**config.mk**
```make
export PLATFORM = sky130hd
export DESIGN_NAME = gf2m_mod_reducer
export DESIGN_NICKNAME = d
export VERILOG_FILES = /design/src/rtl/gf2m_mod_reducer.sv
export SDC_FILE = /design/constraint.sdc
export NUM_CORES = 1
export LEC_CHECK = 0
export ABC_AREA = 1
export CAP_MARGIN = 40
export CORE_AREA = 5 5 258 260
export DETAILED_ROUTE_END_ITERATION = 16
export DIE_AREA = 0 0 263 265
export SYNTH_ARGS = -nofsm -noshare
export SYNTH_HDL_FRONTEND = slang
export SYNTH_SLANG_ARGS = --single-unit
```
**constraint.sdc**
```tcl
create_clock -name clk -period 3.6 [get_ports clk]
set_clock_uncertainty 0.05 [all_clocks]
set_input_delay 0.72 -clock clk [delete_from_list [all_inputs] [get_ports clk]]
set_output_delay 0.72 -clock clk [all_outputs]
set_load 0.05 [all_outputs]
```
**src/rtl/gf2m_mod_reducer.sv**
```systemverilog
// Sequential GF(2)[x] reducer: folds DIGIT high bits per clock of a 2*WIDTH-1 bit product modulo x^WIDTH + POLY_LOW.
// Optional macro GF2M_REDUCER_EARLY_EXIT_EN: finish as soon as the high half of the working register is clear.
module gf2m_mod_reducer #(
    parameter int                 WIDTH    = 128,
    parameter int                 DIGIT    = 8,
    parameter logic [WIDTH-1:0]   POLY_LOW = 128'h87
) (
    input  logic                 clk,
    input  logic                 rst,
    input  logic                 in_valid,
    output logic                 in_ready,
    input  logic [2*WIDTH-2:0]   prod,
    output logic                 out_valid,
    input  logic                 out_ready,
    output logic [WIDTH-1:0]     res,
    output logic                 busy
);

    localparam int STEPS = WIDTH / DIGIT;
    localparam int CW    = $clog2(STEPS) + 1;
    localparam logic [2*WIDTH-1:0] FPOLY = {{(WIDTH-1){1'b0}}, 1'b1, POLY_LOW};

    if (!((DIGIT == 1) || (DIGIT == 2) || (DIGIT == 4) || (DIGIT == 8) ||
          (DIGIT == 16) || (DIGIT == 32)) || ((WIDTH % DIGIT) != 0)) begin : g_bad_digit
        $error("gf2m_mod_reducer: DIGIT must be one of 1,2,4,8,16,32 and divide WIDTH");
    end
    if ((POLY_LOW >> (WIDTH - DIGIT)) != '0) begin : g_bad_poly
        $error("gf2m_mod_reducer: degree of POLY_LOW must be below WIDTH-DIGIT");
    end

    typedef enum logic [1:0] {
        IDLE = 2'd0,
        RUN  = 2'd1,
        DONE = 2'd2
    } state_t;

    state_t                 state_r, state_nxt_s;
    logic [2*WIDTH-1:0]     r_r, r_nxt_s;
    logic [CW-1:0]          cnt_r, cnt_nxt_s;

    // One fold step: serial single-bit reduction over the DIGIT-wide window selected by cnt.
    // Because deg(POLY_LOW) < WIDTH-DIGIT, no fold disturbs another bit of the same window.
    function automatic logic [2*WIDTH-1:0] fold_step(input logic [2*WIDTH-1:0] r_in,
                                                     input logic [CW-1:0]      cnt_in);
        logic [2*WIDTH-1:0] acc;
        int                 top;
        acc = r_in;
        top = 2*WIDTH - 1 - int'(cnt_in) * DIGIT;
        for (int i = 2*WIDTH - 1; i >= WIDTH; i--) begin
            if ((i <= top) && (i > top - DIGIT) && acc[i]) begin
                acc = acc ^ (FPOLY << (i - WIDTH));
            end else begin
                acc = acc;
            end
        end
        return acc;
    endfunction

    // State, working register and step counter.
    always_ff @(posedge clk) begin
        if (rst) begin
            state_r <= IDLE;
            r_r     <= '0;
            cnt_r   <= '0;
        end else begin
            state_r <= state_nxt_s;
            r_r     <= r_nxt_s;
            cnt_r   <= cnt_nxt_s;
        end
    end

    // Next-state and datapath selection.
    always_comb begin
        state_nxt_s = state_r;
        r_nxt_s     = r_r;
        cnt_nxt_s   = cnt_r;
        case (state_r)
            IDLE: begin
                if (in_valid && in_ready) begin
                    r_nxt_s     = {1'b0, prod};
                    cnt_nxt_s   = '0;
                    state_nxt_s = RUN;
                end else begin
                    state_nxt_s = IDLE;
                end
            end
            RUN: begin
`ifdef GF2M_REDUCER_EARLY_EXIT_EN
                if (r_r[2*WIDTH-1:WIDTH] == '0) begin
                    state_nxt_s = DONE;
                end else begin
                    r_nxt_s     = fold_step(r_r, cnt_r);
                    cnt_nxt_s   = cnt_r + CW'(1);
                    state_nxt_s = (cnt_r == CW'(STEPS - 1)) ? DONE : RUN;
                end
`else
                r_nxt_s     = fold_step(r_r, cnt_r);
                cnt_nxt_s   = cnt_r + CW'(1);
                state_nxt_s = (cnt_r == CW'(STEPS - 1)) ? DONE : RUN;
`endif
            end
            DONE: begin
                if (out_ready) begin
                    state_nxt_s = IDLE;
                end else begin
                    state_nxt_s = DONE;
                end
            end
            default: begin
                state_nxt_s = IDLE;
                r_nxt_s     = '0;
                cnt_nxt_s   = '0;
            end
        endcase
    end

    // Outputs are registered from the next state so they align with state_r.
    always_ff @(posedge clk) begin
        if (rst) begin
            in_ready  <= 1'b1;
            out_valid <= 1'b0;
            busy      <= 1'b0;
            res       <= '0;
        end else begin
            in_ready  <= (state_nxt_s == IDLE);
            out_valid <= (state_nxt_s == DONE);
            busy      <= (state_nxt_s == RUN) || (state_nxt_s == DONE);
            res       <= (state_nxt_s == DONE) ? r_nxt_s[WIDTH-1:0] : '0;
        end
    end

endmodule

```
==> reports/qor.yml, run 1 <==
path_delay_family: "simple AND/OR/NAND/NOR gates"
gr-usage-all-layers_pct: 21.2
cts_setup_buffers: 0
antenna_found_initial: 4
max-vdd-ir-drop_mv: 0.342
crit_start: "cnt_r[0]"
placed_cells: 4585
via_per_inst: 4.78
cts_max_path_buffers: 3
worst-path-buf-inv: 4
start_kind: "flip-flop"
drcViolationCount: 0
fin_crit_sh_pct: 89.7
grt_max_degree: 146
yosys_warnings: 0
ys_top_cells_by_count: "nand2_1, inv_1, dfxtp_1"
gp_congestion: 0.884
min_path_cells: 2
clock-sinks: 394
port_buffers: 389
ys_ff_latch: 394
fin_nets: 4048
rsz0062_at_grt: "no"
layout-drive-gt1-share_pct: 5.90
setup_viol: 0
path_cells: "ha_1 -> inv_1 -> nand2_1 -> nand2_2 -> inv_2 -> nand2_1 -> o21ai_1 -> nand2_2 -> inv_2 -> nand2_1 -> nand2_1 -> nand2_1 -> inv_2 -> nand2_1 -> nand3_1 -> nand3_1 -> a21oi_1"
fill_cells: 6552
die_area_um2: 69700
clk_latency_ps: 580
grt_pass1_wl_um: 120000
wire_per_inst_um: 16.7
num_vias: 22300
yosysSeqAreaShare_pct: 35.5
avgSynthCellArea_um2: 6.44
syn_inst: 3448
r2r_cells: 17
synth_edf_count: 0
ys_types: 49
worstSetupPathDepth: 17
worstPathRequired_ps: 4040
relSlewSlack_pct: 33.6
tns_ps: 0
design.core.area_um2: 63900
crit_end: "res[91]"
tightestPinTransition_ps: 997
slowest_stage: "dfxtp_1"
row_count: 93
initial_core_util_pct: 34.7
first_iter_violations: 1495
cts.clk_slew.worst_paths_ps: 60
hold_viol_final: 0
yosys-top-cells-area: "dfxtp_1, nand2_1, inv_1"
yosysTopAreaCell: "dfxtp_1"
crit_fanout: 14
async_reset_ff_share_pct: 0
dieWidth_um: 263
synth-main-ff-cell: "dfxtp_1"
synth_most_common_cell: "nand2_1"
r2r_setup_slack_ps: 370
h-tree-depth: 2
drtAntennaViolNets: 0
wl_um: 78000
cp_common_cell: "nand2_1"
path_class: "reg2reg"
power_density_nw_per_um2: 415
cts_hold_buf: 0
period_minus_slack_ps: 3230
syn_area_um2: 22200
cpPeakStageDelay_ps: 520
fmax_ghz: 0.310
synth_nets: 3716
area_delta_synth_final_pct: 29.0
hold_path_class: "reg2reg"
grt_pass1_vias: 21300
overflow: 0
firstDrtPassIters: 6
r2r_start: "cnt_r[0]"
dpl.hpwl_um: 55700
critPathCaptureType: "flip-flop"
cts_resized: 0
slew_viol_final: 0
io_pins: 390
cap_violations: 0
status: "completed"
root_buffer: "clkbuf_16"
worst_r2r_endpoint: "res[91]"
cp.arrival_ps: 3670
die_h_um: 265
tritoncts: "yes"
instances_no_fill: 4671
cts_made_buffers: 48
synth_top_area_share_pct: 35.5
p_leak_nw: 12.0
-- cell usage in the layout, fill, tap and decap left out, types with 49 or more instances in the layout --
master | Yosys | routed
nand2_1 | 1051 | 1050
inv_1 | 476 | 475
dfxtp_1 | 394 | 394
clkdlybuf4s50_1 | 0 | 388
a21oi_1 | 292 | 292
nand3_1 | 233 | 233
o21ai_0 | 204 | 203
nor2_1 | 177 | 176
xor2_1 | 135 | 135
xnor2_1 | 50 | 50
clkbuf_16 | 0 | 49
-- final cells by class --
cell class,count,area (um2),area share (%)
multi-input cells,2414,11900,41.6
inverters,507,1910,6.65
well taps,855,1070,3.73
clock buffers,63,1330,4.64
clock inverters,22,320,1.12
diodes,1,2.50,0.00874
flip-flops and latches,394,7890,27.5
repair buffers,415,4220,14.7
-- per-layer routing --
layer	wire length [um]	global-route usage, %	share of wire, %
met5	26	0	0.033
met4	1870	5.44	2.4
met3	4090	3.39	5.2
met2	36000	35.5	46
met1	36000	28.8	46
-- power breakdown --
part           internal, mW  total, mW  switching, mW  leakage (nW)
Clock                  3.16       5.17           2.01         0.803
Combinational         0.793       2.01           1.21          8.01
Sequential             4.58       4.72          0.137          3.21
Total                  8.54       11.9           3.36          12.0
-- kinds of logic (layout without fill, tap and decap cells) --
kind of cell | Yosys count | in the layout | share of synthesized area, %
simple gates | 1608 | 1608 | 30.8
buf+inv | 640 | 1007 | 10.9
compound gates | 612 | 612 | 15.0
flops | 394 | 394 | 35.5
xor+xnor | 185 | 185 | 7.30
fa+ha+maj | 9 | 9 | 0.507
other cells | 0 | 1 | 0
-- flip-flops by register name (all words and copies together), names as in the netlist --
name and cells:
state_r 2, cnt_r 5, r_r 256, out_valid 1, in_ready 1, res 128
busy 1
-- tightest hold or removal path, cell delays in order (launching register included) --
cell,delay [ps]
dfxtp_1,290
inv_1,60
nor3_1,50
-- how the worst min path moves through the flow --
stage | startpoint | end | slack, ps
final | r_r[255] | r_r[255] | 400
after detailed placement | r_r[255] | r_r[255] | 390
after global routing | r_r[255] | r_r[255] | 410
after CTS | r_r[255] | r_r[255] | 400
after floorplan | r_r[255] | r_r[255] | 370
after global placement | r_r[255] | r_r[255] | 380
-- metrics by stage --
stage | instance area [um2] | hold WS (ps) | setup slack (ps) | utilization, % | power [mW]
6_report | 28600 | 401 | 372 | 44.8 | 11.9
5_1_grt | 28600 | 412 | 69.6 | 44.8 | 12.4
4_1_cts | 28600 | 399 | 413 | 44.8 | 12.0
3_5_place_dp | 27000 | 389 | 444 | 42.3 | 6.81
3_3_place_gp | 27000 | 383 | 437 | 42.3 | 6.80
2_1_floorplan | 22200 | 375 | 663 | - | 6.05
Power figures use the tool's default switching activity.
==> run 2: changes to the inputs <==
- CELL_PAD_IN_SITES_DETAIL_PLACEMENT: default -> 0
- CELL_PAD_IN_SITES_GLOBAL_PLACEMENT: default -> 1
- PLACE_DENSITY_LB_ADDON: default -> 0.1
- RECOVER_POWER: default -> 25
- clock period: 3.6 -> 4.1 ns (I/O delays scaled with it)
==> reports/qor.yml, run 2 (synthesized netlist as in run 1, its figures left out) <==
use_met1_pct: 30.7  # was 28.8%
cts_made_buffers: 48  # unchanged
placed_cells: 4576  # was 4585
place_ws_ps: 590  # was 444 ps
min_path_cells: 2  # unchanged
hold_path_class: "reg2reg"  # unchanged
slew_viol_final: 126  # was 0
num_vias: 22500  # was 22300
critPathCaptureType: "flip-flop"  # unchanged
wl_um: 82200  # was 78000 um
dieWidth_um: 263  # unchanged
grt_pass1_vias: 22200  # was 21300
cp.arrival_ps: 4090  # was 3670 ps
worst_r2r_endpoint: "res[95]"  # was res[91]
row_count: 93  # unchanged
cts_resized: 0  # unchanged
dpl.hpwl_um: 58300  # was 55700 um
p_leak_nw: 12.3  # was 12.0 nW
rsz0062_at_grt: "no"  # unchanged
setup_viol: 0  # unchanged
clk_latency_ps: 590  # was 580 ps
antenna_found_initial: 3  # was 4
met3_usage_pct: 3.15  # was 3.39%
wire_per_inst_um: 17.6  # was 16.7 um
drtAntennaViolNets: 0  # unchanged
timing.final.ws_setup_ps: 497  # was 372 ps
power_density_nw_per_um2: 363  # was 415 nW/um2
fmax_ghz: 0.278
r2r_setup_slack_ps: 540  # was 370 ps
tns_ps: 0  # unchanged
fin_util_pct: 44.6  # was 44.8%
final_common_cell: "nand2_1"  # unchanged
hold_viol_final: 0  # unchanged
reg_top3: "r_r: 256 flops, res: 128 flops, cnt_r: 5 flops"  # unchanged
instances_no_fill: 4663  # was 4671
grt_max_degree: 132  # was 146
max-vdd-ir-drop_mv: 0.261  # was 0.342 mV
r2r_cells: 18  # was 17
grt.busiest_layer: "met2"  # unchanged
worstPathRequired_ps: 4580  # was 4040 ps
cts_hold_buf: 0  # unchanged
die_area_um2: 69700  # unchanged
hp-start: "r_r[255]"  # unchanged
design.core.area_um2: 63900  # unchanged
drcViolationCount: 0  # unchanged
grt_pass1_wl_um: 127000  # was 120000 um
crit_fanout: 19  # was 14
cts_max_path_buffers: 3  # unchanged
layout-drive-gt1-share_pct: 5.52  # was 5.90%
r2r_start: "cnt_r[1]"  # was cnt_r[0]
start_kind: "input pin"  # was flip-flop
overflow: 0  # unchanged
gp_congestion: 0.847  # was 0.884
firstDrtPassIters: 5  # was 6
gr-usage-all-layers_pct: 22.5  # was 21.2%
grt.met2_usage_pct: 37.6  # was 35.5%
cts.clk_slew.worst_paths_ps: 60  # about the same
final_cell_mix: "nand2_1, inv_1, dfxtp_1, a21oi_1, clkdlybuf4s50_1"  # was nand2_1, inv_1, dfxtp_1, clkdlybuf4s50_1, a21oi_1
clock-sinks: 394  # unchanged
root_buffer: "clkbuf_16"  # unchanged
status: "finished with violations"  # was completed
regMostFlops: "r_r"  # unchanged
fin_nets: 4039  # was 4048
h-tree-depth: 2  # unchanged
tritoncts: "yes"  # unchanged
fill_cells: 6586  # was 6552
period_minus_slack_ps: 3600
first_iter_violations: 1203  # was 1495
via_per_inst: 4.83  # was 4.78
die_h_um: 265  # unchanged
port_buffers: 389  # unchanged
cts_setup_buffers: 0  # unchanged
power_mw: 10.3  # was 11.9 mW
io_pins: 390  # unchanged
violations: "capacitance limit, slew limit"
largest_reg_flops: 256  # unchanged
tightestPinTransition_ps: 1590  # was 997 ps
fin_crit_sh_pct: 87.9
initial_core_util_pct: 34.7  # unchanged
path_class: "in2reg"  # was reg2reg
relSlewSlack_pct: -6.23  # was 33.6%
area_delta_synth_final_pct: 28.4  # was 29.0%
cap_violations: 1  # was 0
hold_end: "r_r[255]"  # unchanged
[run 2: through the flow]
stage / instance area [um2] / hold slack, ps
floorplan: 22200 / 375
detailed placement: 26900 / 389
CTS: 28500 / 398
finish: 28500 / 398
global route: 28500 / 422
global placement: 26900 / 383
[run 2: layer usage]
metal / routed length [um] / vias up
li1: - / 11500
met1: 38400 / 10400
met2: 38400 / 496
met3: 3670 / 103
met4: 1850 / 4
met5: 23 / -
[run 2: power breakdown]
part	total [mW]	switching (mW)	internal, mW	leakage [nW]
clock	4.42	1.76	2.67	0.802
combinational	1.77	1.08	0.686	8.32
sequential	4.14	0.122	4.02	3.21
[run 2: layout make-up]
cell class                 count  area [um2]  area share, %
multi-input combinational   2414       11900           41.7
sequential                   394        7890           27.7
timing repair buffer         406        4120           14.5
inverter                     507        1910           6.69
clock buffer                  73        1450           5.08
tap                          855        1070           3.75
clock inverter                13         165          0.580
antenna                        1        2.50        0.00878
[run 2: worst max-delay path by stage]
stage | slack (ps) | from | cells past startpoint | end
3_3_place_gp | 670 | cnt_r[1] | 16 | r_r[93]
4_1_cts | 560 | cnt_r[1] | 18 | res[95]
5_1_grt | 240 | in_valid | 10 | r_r[51]
2_1_floorplan | 1060 | in_valid | 12 | res[100]
3_5_place_dp | 590 | cnt_r[1] | 18 | res[95]
6_report | 500 | in_valid | 10 | r_r[51]
[run 2: critical path, stage by stage]
cell and delay [ps]:
dlygate4sd3_1 540, nand2_1 160, o21ai_0 230, inv_1 650, clkbuf_1 1100, a22o_1 250
inv_1 40, o211ai_1 120, nand2_1 80, inv_1 70
